$ cat config.mk
export PLATFORM = sky130hd
export DESIGN_NAME = gen_sample_scheduler
export DESIGN_NICKNAME = d
export VERILOG_FILES = /design/src/rtl/gen_sched_pkg.sv /design/src/rtl/sample_fifo.sv /design/src/rtl/gen_sample_scheduler.sv
export SDC_FILE = /design/constraint.sdc
export NUM_CORES = 1
export LEC_CHECK = 0
export ABC_AREA = 0
export CAP_MARGIN = 20
export CELL_PAD_IN_SITES_DETAIL_PLACEMENT = 1
export CELL_PAD_IN_SITES_GLOBAL_PLACEMENT = 2
export CORE_MARGIN = 10
export CORE_UTILIZATION = 40
export DETAILED_ROUTE_END_ITERATION = 10
export PLACE_DENSITY_LB_ADDON = 0.1
export SETUP_SLACK_MARGIN = 0.1
export SLEW_MARGIN = 20
export SYNTH_ARGS = -nofsm -noshare
export SYNTH_HDL_FRONTEND = slang
export SYNTH_SLANG_ARGS = --single-unit
$ cat constraint.sdc
create_clock -name clk -period 7.6 [get_ports clk]
set_input_delay 1.52 -clock clk [delete_from_list [all_inputs] [get_ports clk]]
set_output_delay 1.52 -clock clk [all_outputs]
set_load 0.03 [all_outputs]
$ cat src/rtl/gen_sched_pkg.sv
// Shared state encoding and parameter defaults for the sample scheduler.
package gen_sched_pkg;
  localparam int unsigned DATA_W_DEF     = 24;
  localparam int unsigned DIV_W_DEF      = 16;
  localparam int unsigned FIFO_DEPTH_DEF = 4;

  typedef enum logic [1:0] {
    IDLE  = 2'd0,
    RUN   = 2'd1,
    BURST = 2'd2,
    DRAIN = 2'd3
  } state_e;
endpackage

$ cat src/rtl/sample_fifo.sv
// Output sample buffer; a push into a full FIFO is taken only if a pop happens in the same cycle.
module sample_fifo
  import gen_sched_pkg::*;
#(
  parameter int unsigned DATA_W     = DATA_W_DEF,
  parameter int unsigned FIFO_DEPTH = FIFO_DEPTH_DEF
) (
  input  logic              clk_i,
  input  logic              rst_ni,
  input  logic              push_i,
  input  logic [DATA_W-1:0] data_i,
  input  logic              pop_i,
  output logic [DATA_W-1:0] data_o,
  output logic              full_o,
  output logic              empty_o
);
  localparam int unsigned AW = $clog2(FIFO_DEPTH);

  logic [DATA_W-1:0] mem_q [FIFO_DEPTH];
  logic [AW:0]       wr_q, wr_d, rd_q, rd_d;
  logic              wr_en, rd_en;

  // Extra pointer MSB separates full from empty when the index bits match.
  assign empty_o = (wr_q == rd_q);
  assign full_o  = (wr_q[AW] != rd_q[AW]) && (wr_q[AW-1:0] == rd_q[AW-1:0]);
  assign rd_en   = pop_i && !empty_o;
  assign wr_en   = push_i && (!full_o || rd_en);
  assign data_o  = empty_o ? '0 : mem_q[rd_q[AW-1:0]];

  always_comb begin
    wr_d = wr_q;
    rd_d = rd_q;
    if (wr_en) wr_d = wr_q + (AW+1)'(1);
    if (rd_en) rd_d = rd_q + (AW+1)'(1);
  end

  always_ff @(posedge clk_i) begin
    if (!rst_ni) begin
      wr_q <= '0;
      rd_q <= '0;
    end else begin
      wr_q <= wr_d;
      rd_q <= rd_d;
    end
  end

  always_ff @(posedge clk_i) begin
    if (wr_en) mem_q[wr_q[AW-1:0]] <= data_i;
  end
endmodule

$ cat src/rtl/gen_sample_scheduler.sv
// Paces generator requests (continuous or burst), captures returned samples and buffers them downstream.
module gen_sample_scheduler
  import gen_sched_pkg::*;
#(
  parameter int unsigned DATA_W     = DATA_W_DEF,
  parameter int unsigned DIV_W      = DIV_W_DEF,
  parameter int unsigned FIFO_DEPTH = FIFO_DEPTH_DEF
) (
  input  logic              clk,
  input  logic              reset,
  input  logic              start,
  input  logic              stop,
  input  logic              burst_mode,
  input  logic [DIV_W-1:0]  burst_len,
  input  logic [DIV_W-1:0]  rate_div,
  input  logic [DATA_W-1:0] gen_data,
  output logic              gen_en,
  output logic              s_valid,
  output logic [DATA_W-1:0] s_data,
  input  logic              s_ready,
  output logic              busy,
  output logic              done,
  output logic [7:0]        overflow_cnt
);
  state_e            state_q, state_d;
  logic [DIV_W-1:0]  div_q, div_d, burst_q, burst_d, rate_q, rate_d, blen_q, blen_d;
  logic [7:0]        ovf_q, ovf_d;
  logic              cap_q;
  logic              fifo_full, fifo_empty, pop, drop;

  sample_fifo #(
    .DATA_W     (DATA_W),
    .FIFO_DEPTH (FIFO_DEPTH)
  ) u_fifo (
    .clk_i   (clk),
    .rst_ni  (reset),
    .push_i  (cap_q),
    .data_i  (gen_data),
    .pop_i   (pop),
    .data_o  (s_data),
    .full_o  (fifo_full),
    .empty_o (fifo_empty)
  );

  assign s_valid      = !fifo_empty;
  assign pop          = s_valid && s_ready;
  assign drop         = cap_q && fifo_full && !pop;
  assign busy         = (state_q != IDLE);
  assign overflow_cnt = ovf_q;

  always_comb begin
    state_d = state_q;
    div_d   = div_q;
    burst_d = burst_q;
    rate_d  = rate_q;
    blen_d  = blen_q;
    gen_en  = 1'b0;
    done    = 1'b0;
    ovf_d   = (drop && ovf_q != 8'hFF) ? ovf_q + 8'd1 : ovf_q;
    unique case (state_q)
      IDLE: begin
        if (start && !stop && (!burst_mode || burst_len != '0)) begin
          rate_d  = rate_div;
          blen_d  = burst_len;
          state_d = burst_mode ? BURST : RUN;
        end
      end
      RUN, BURST: begin
        if (stop) begin
          state_d = DRAIN;
        end else begin
          gen_en = (div_q == '0);
          div_d  = (div_q == rate_q) ? '0 : div_q + DIV_W'(1);
          if (state_q == BURST && gen_en) begin
            burst_d = burst_q + DIV_W'(1);
            if (burst_q == blen_q - DIV_W'(1)) state_d = DRAIN;
          end
        end
      end
      DRAIN: begin
        if (fifo_empty && !cap_q) begin
          state_d = IDLE;
          done    = 1'b1;
        end
      end
      default: state_d = IDLE;
    endcase
    // Counters restart from zero on every entry to RUN/BURST.
    if (state_d == IDLE || state_d == DRAIN) begin
      div_d   = '0;
      burst_d = '0;
    end
  end

  always_ff @(posedge clk) begin
    if (!reset) begin
      state_q <= IDLE;
      div_q   <= '0;
      burst_q <= '0;
      rate_q  <= '0;
      blen_q  <= '0;
      ovf_q   <= '0;
      cap_q   <= 1'b0;
    end else begin
      state_q <= state_d;
      div_q   <= div_d;
      burst_q <= burst_d;
      rate_q  <= rate_d;
      blen_q  <= blen_d;
      ovf_q   <= ovf_d;
      cap_q   <= gen_en;
    end
  end
endmodule

; ---- After elaboration in Yosys (flattened, before gate mapping)
; Memories as Yosys holds them, arrays and structs flattened. A register that Yosys moved wholly into a read port is not among the register bits.
; Index checks and enable logic that the tools add are counted.
[classes]
n_addsub = 6
multipliers = 0
div_mod_pow = 0
order_cmp = 0
n_eq_ne = 10
shift = 0
n_mux = 17
bitwise_logic = 2
reduce_logical = 30
[op_table]
columns = cell, count
row1 = $add A16 B1 Y16 const B, 2
row2 = $eq A16 B16 Y1, 2
row3 = $mux W24, 1
row4 = $logic_not A16 Y1, 1
row5 = $mux W16, 1
row6 = $mux W2, 8
row7 = $reduce_bool A16 Y1, 1
row8 = $sub A16 B1 Y16 const B, 1
row9 = $logic_and A1 B1 Y1, 11
row10 = $add A8 B1 Y8 const B, 1
row11 = $ne A8 B8 Y1 const B, 1
row12 = $add A3 B1 Y3 const B, 2
row13 = $eq A2 B2 Y1 const B, 3
row14 = $logic_not A1 Y1, 6
row15 = $mux W1, 6
row16 = $pmux W2 S3, 1
row17 = $logic_not A2 Y1, 2
row18 = $reduce_and A2 Y1, 2
row19 = $reduce_or A2 Y1, 2
row20 = $eq A3 B3 Y1, 1
row21 = $logic_or A1 B1 Y1, 3
row22 = $reduce_and A3 Y1, 1
row23 = $eq A2 B1 Y1 const B, 1
row24 = $eq A2 B2 Y1, 1
row25 = other kinds (3), 4
[word_totals]
register_bits = 81
latchBits = 0
mem_bits_rw = 96
romBits = 0
inputBits = 62
wordCells = 75
mem_count = 1
[memory_table]
columns = memory, words, word_bits, rd, rd_clocked_by_memory_dff, write_ports, line_no
row1 = u_fifo.mem_q, 4, 24, 1, 1, 1, sample_fifo.sv:19  ; logic [DATA_W-1:0] mem_q [FIFO_DEPTH];

; ---- Depth between registers and ports, before layout
[depth]
ltp_word = 9
ltp_mapped = 11

; ---- By module
; A second synthesis with hierarchy kept.
[unflattened]
hier_cells = 722
hier_area_um2 = 8355.5
[by_module_without_submodules]
columns = module, instances, cells_per_inst, area_per_inst_um2, seq_area_each_um2
row1 = gen_sample_scheduler, 1, 517, 4235.3, 1501.4
row2 = sample_fifo, 1, 205, 4120.2, 3042.9

; ---- Least setup slack after synthesis
; Ideal clock, no wire load.
[synth_timing]
kind = input port to output port
start = input stop
end = output gen_en
t_arrival_ns = 2.289
t_required_ns = 6.080
path_slack_ns = 3.791
stages = 1
n_path_buf = 0
cell_sequence = nor3b_1
[synth_between]
elab_chain_cells = 2
[synth_rtl]
columns = element, line_no
row1 = from (decl), gen_sample_scheduler.sv:12  ; input logic stop,
row2 = $mux W1, gen_sample_scheduler.sv:69  ; if (stop) begin
row3 = $mux W1, gen_sample_scheduler.sv:60  ; unique case (state_q)
row4 = to (decl), gen_sample_scheduler.sv:17  ; output logic gen_en,
; No other way between the ends.

; ---- Worst setup path after layout
; Ends and elaborated chain as after synthesis.

==> results.md <==
| Metric | This run |
|:---|:---|
| Number of top-level pins | 98 |
| Share of final-layout standard cells stronger than drive strength 1 | 13.8% |
| WP data required | 6080 ps |
| Critical setup path kind | in -> out |
| Number of distinct library cell variants in the gate-level netlist after synthesis | 59 |
| Core outline area | 0.0202 sq mm |
| Placed cell area | 0.00941 sq mm |
| Crit start category | primary input |
| Worst skew pair latency | 420 ps |
| Critical Path Max Stage Delay | 730 ps |
| Arrival time worst endpoint | 3040 ps |
| Detailed router's first-iteration violation count | 197 |
| Antenna fix cells | 0 |
| Post-CTS setup buffer count | 0 |
| Slew Viols, Final | 0 |
| Share of the synthesized area in the top cell type | 35.2% |
| Worst Skew | 11.2 ps |
| Post-Syn Instances | 701 |
| Final period util | 59.9% |
| Count of final setup violators | 0 |
| Overall power of the completed layout | 0.00289 W |
| Async set-reset flop share out of synthesis | 0% |
| Maximum achievable frequency | 220 MHz |
| Synth area leader | sky130_fd_sc_hd__edfxtp_1 |
| Final hold slack | 471 ps |
| Via count of the first global-routing pass | 6072 |
| Count of yosys warnings during synthesis | 0 |
| VDD IR max | 160 uV |
| Clk slew on worst S/H paths | 70 ps |
| Pwr/cell area | 288 mW/mm^2 |
| Vias | 5507 |
| GR Util All Layers | 15.7% |
| Total number of clock tree sinks | 179 |
| RSZ-0062 raised after global routing | false |
| DIE AREA | 0.0266 sq mm |
| Htree depth | 4 |
| Run status | finished clean |
| Initial antenna violation count | 0 |
| Die boundary height | 163 um |
| Final hold viol count | 0 |
| Number of buffers between clock root and the deepest sink | 2 |
| Global-route wire length before repair | 33000 um |
| Cell area after layout | 0.0100 sq mm |
| Average wire per standard cell | 18.9 um |
| Top cells by area, synth | sky130_fd_sc_hd__edfxtp_1 (35%), sky130_fd_sc_hd__dfxtp_1 (20%), sky130_fd_sc_hd__mux4_2 (6.6%) |
| Cell type group with the largest total delay on the critical path | buffers and inverters |
| Number of enable flip-flop cells after synthesis | 96 |
| Average cell area after synthesis | 11.7 sq um |
| Ranking of synthesized cells by instance count | sky130_fd_sc_hd__edfxtp_1 (96), sky130_fd_sc_hd__nand2_1 (94), sky130_fd_sc_hd__dfxtp_1 (83) |
| Peak fanout along the critical path | 5 |
| Setup TNS after final layout | 0 ps |
| Master cell of the clock root buffer | sky130_fd_sc_hd__clkbuf_16 |
| Maximum number of pins on one net before global-route repair | 48 |
| Tmin final | 4560 ps |
| Worst hold path class | reg -> reg |
| Number of buffers inserted during clock tree synthesis | 17 |
| Cell Area, Synth | 0.00819 sq mm |
| Buf+Inv Stages, Crit Path | 2 |
| Drt total wl | 20300 um |
| Gp weighted congestion | 0.803 |
| Total congestion overflow | 0 |
| Transition time at the pin with the least slew margin | 1040 ps |
| Post-DP HPWL | 14600 um |
| Cell Chain, Critical Path | clkdlybuf4s50_1 > nor3b_1 > clkdlybuf4s50_1 |
| Sequential area share after synthesis | 55.5% |
| Type of element capturing the critical path | output port |
| Final net count | 869 |
| Leak | 3.35 nW |
| Main synth FF type | sky130_fd_sc_hd__edfxtp_1 |
| Flops & latches, synth | 179 |
| DRC errors left | 0 |
| Total of buffers placed on input and output ports | 97 |
| Ratio of routed vias to standard cells | 5.12 |
| Total of cells resized after clock tree synthesis | 0 |
| Number of nets produced by synthesis | 777 |
| Layout overhead on the synthesized area | 22.5% |
| Iteration count of the initial detailed-routing pass | 4 |
| Num rows | 52 |
| Max-Cap Viols | 0 |
| Number of hold buffers added after cts | 0 |
| Horiz. Die Dim | 163 um |
| Master of the slowest instance on the critical path | sky130_fd_sc_hd__clkdlybuf4s50_1 |
| Crit path top cell by count | sky130_fd_sc_hd__clkdlybuf4s50_1 |
| Initial Util | 40.6% |
| Relative slew margins | 30.3% |
| DRT antenna net count | 0 |
| CTS tree | built |
| Most common cell in the synthesized netlist | sky130_fd_sc_hd__edfxtp_1 |
cell type report:
type / count / area [sq um]
multi-input cells: 468 / 3420
clock buffers: 17 / 425
well taps: 270 / 338
fillers: 2137 / 10100
repair buffers: 106 / 1040
clock inverters: 15 / 183
flip-flops and latches: 179 / 4540
inverters: 21 / 78.8
routing by layer:
layer / track usage (%) / routed length, um / up-vias
li1: - / - / 2658
met1: 19.6 / 8920 / 2721
met2: 26.7 / 10100 / 114
met3: 3.85 / 1100 / 14
met4: 4.10 / 180 / 0
met5: 0 / 0 / -
registers in the layout, indices dropped and copies added (netlist names), named ones only:
register and flops:
div_q 16, burst_q 16, blen_q 16, u_fifo.wr_q 3, u_fifo.mem_q 96, overflow_cnt 8, cap_q 1, rate_q 16
u_fifo.rd_q 3, state_q 2
through the flow:
step	setup slack (ps)	instances	util, %
floorplan	3790	701	-
global placement	3080	1044	46.7
detailed placement	2960	1044	46.7
CTS	2810	1076	49.7
global route	2940	1076	49.7
finish	3040	1076	49.7
kinds of logic after synthesis:
kind of cell    Yosys count  share of synthesized area (%)
xor+xnor                 82                           8.77
flops                   179                           55.5
mux                      30                           7.34
simple gates            278                           18.3
fa+ha+maj                14                           2.14
buf+inv                  54                           3.13
compound gates           64                           4.82
power breakdown:
group | total (W) | leakage [nW] | internal [W] | switching, W
Clock | 0.000890 | 0.298 | 0.000474 | 0.000416
Sequential | 0.00112 | 1.54 | 0.00107 | 0.0000440
Combinational | 0.000882 | 1.51 | 0.000362 | 0.000520
worst paths after layout:
check | startpoint | end | cells past startpoint | slack [ps]
setup / recovery | stop | gen_en | 3 | 3040
hold / removal | rate_q[12] | rate_q[12] | 2 | 470
setup reg to reg | div_q[0] | div_q[0] | 11 | 4130
hold reg to reg | rate_q[12] | rate_q[12] | 2 | 470
worst min-delay path, stage by stage, from the launching register on:
cell and delay (ps):
sky130_fd_sc_hd__dfxtp_1 320, sky130_fd_sc_hd__nand2_1 50, sky130_fd_sc_hd__a21oi_1 50
cell usage in the layout, fill, tap and decap left out, drive strengths merged, types with 2 or more instances in the layout:
cell type and count:
a211o 2, a21boi 2, a21oi 38, a31oi 2, and2 25, and3 7
and4 2, buf 9, clkbuf 17, clkdlybuf4s50 97, clkinv 6, dfxtp 83
edfxtp 96, ha 14, inv 29, mux2i 6, mux4 24, nand2 94
nand3 14, nand4 19, nor2 62, nor2b 2, nor3 29, nor4 10
nor4b 3, o21ai 7, o221a 3, or3 4, xnor2 47, xor2 35
Note: power is estimated with default switching activity, not from simulation.
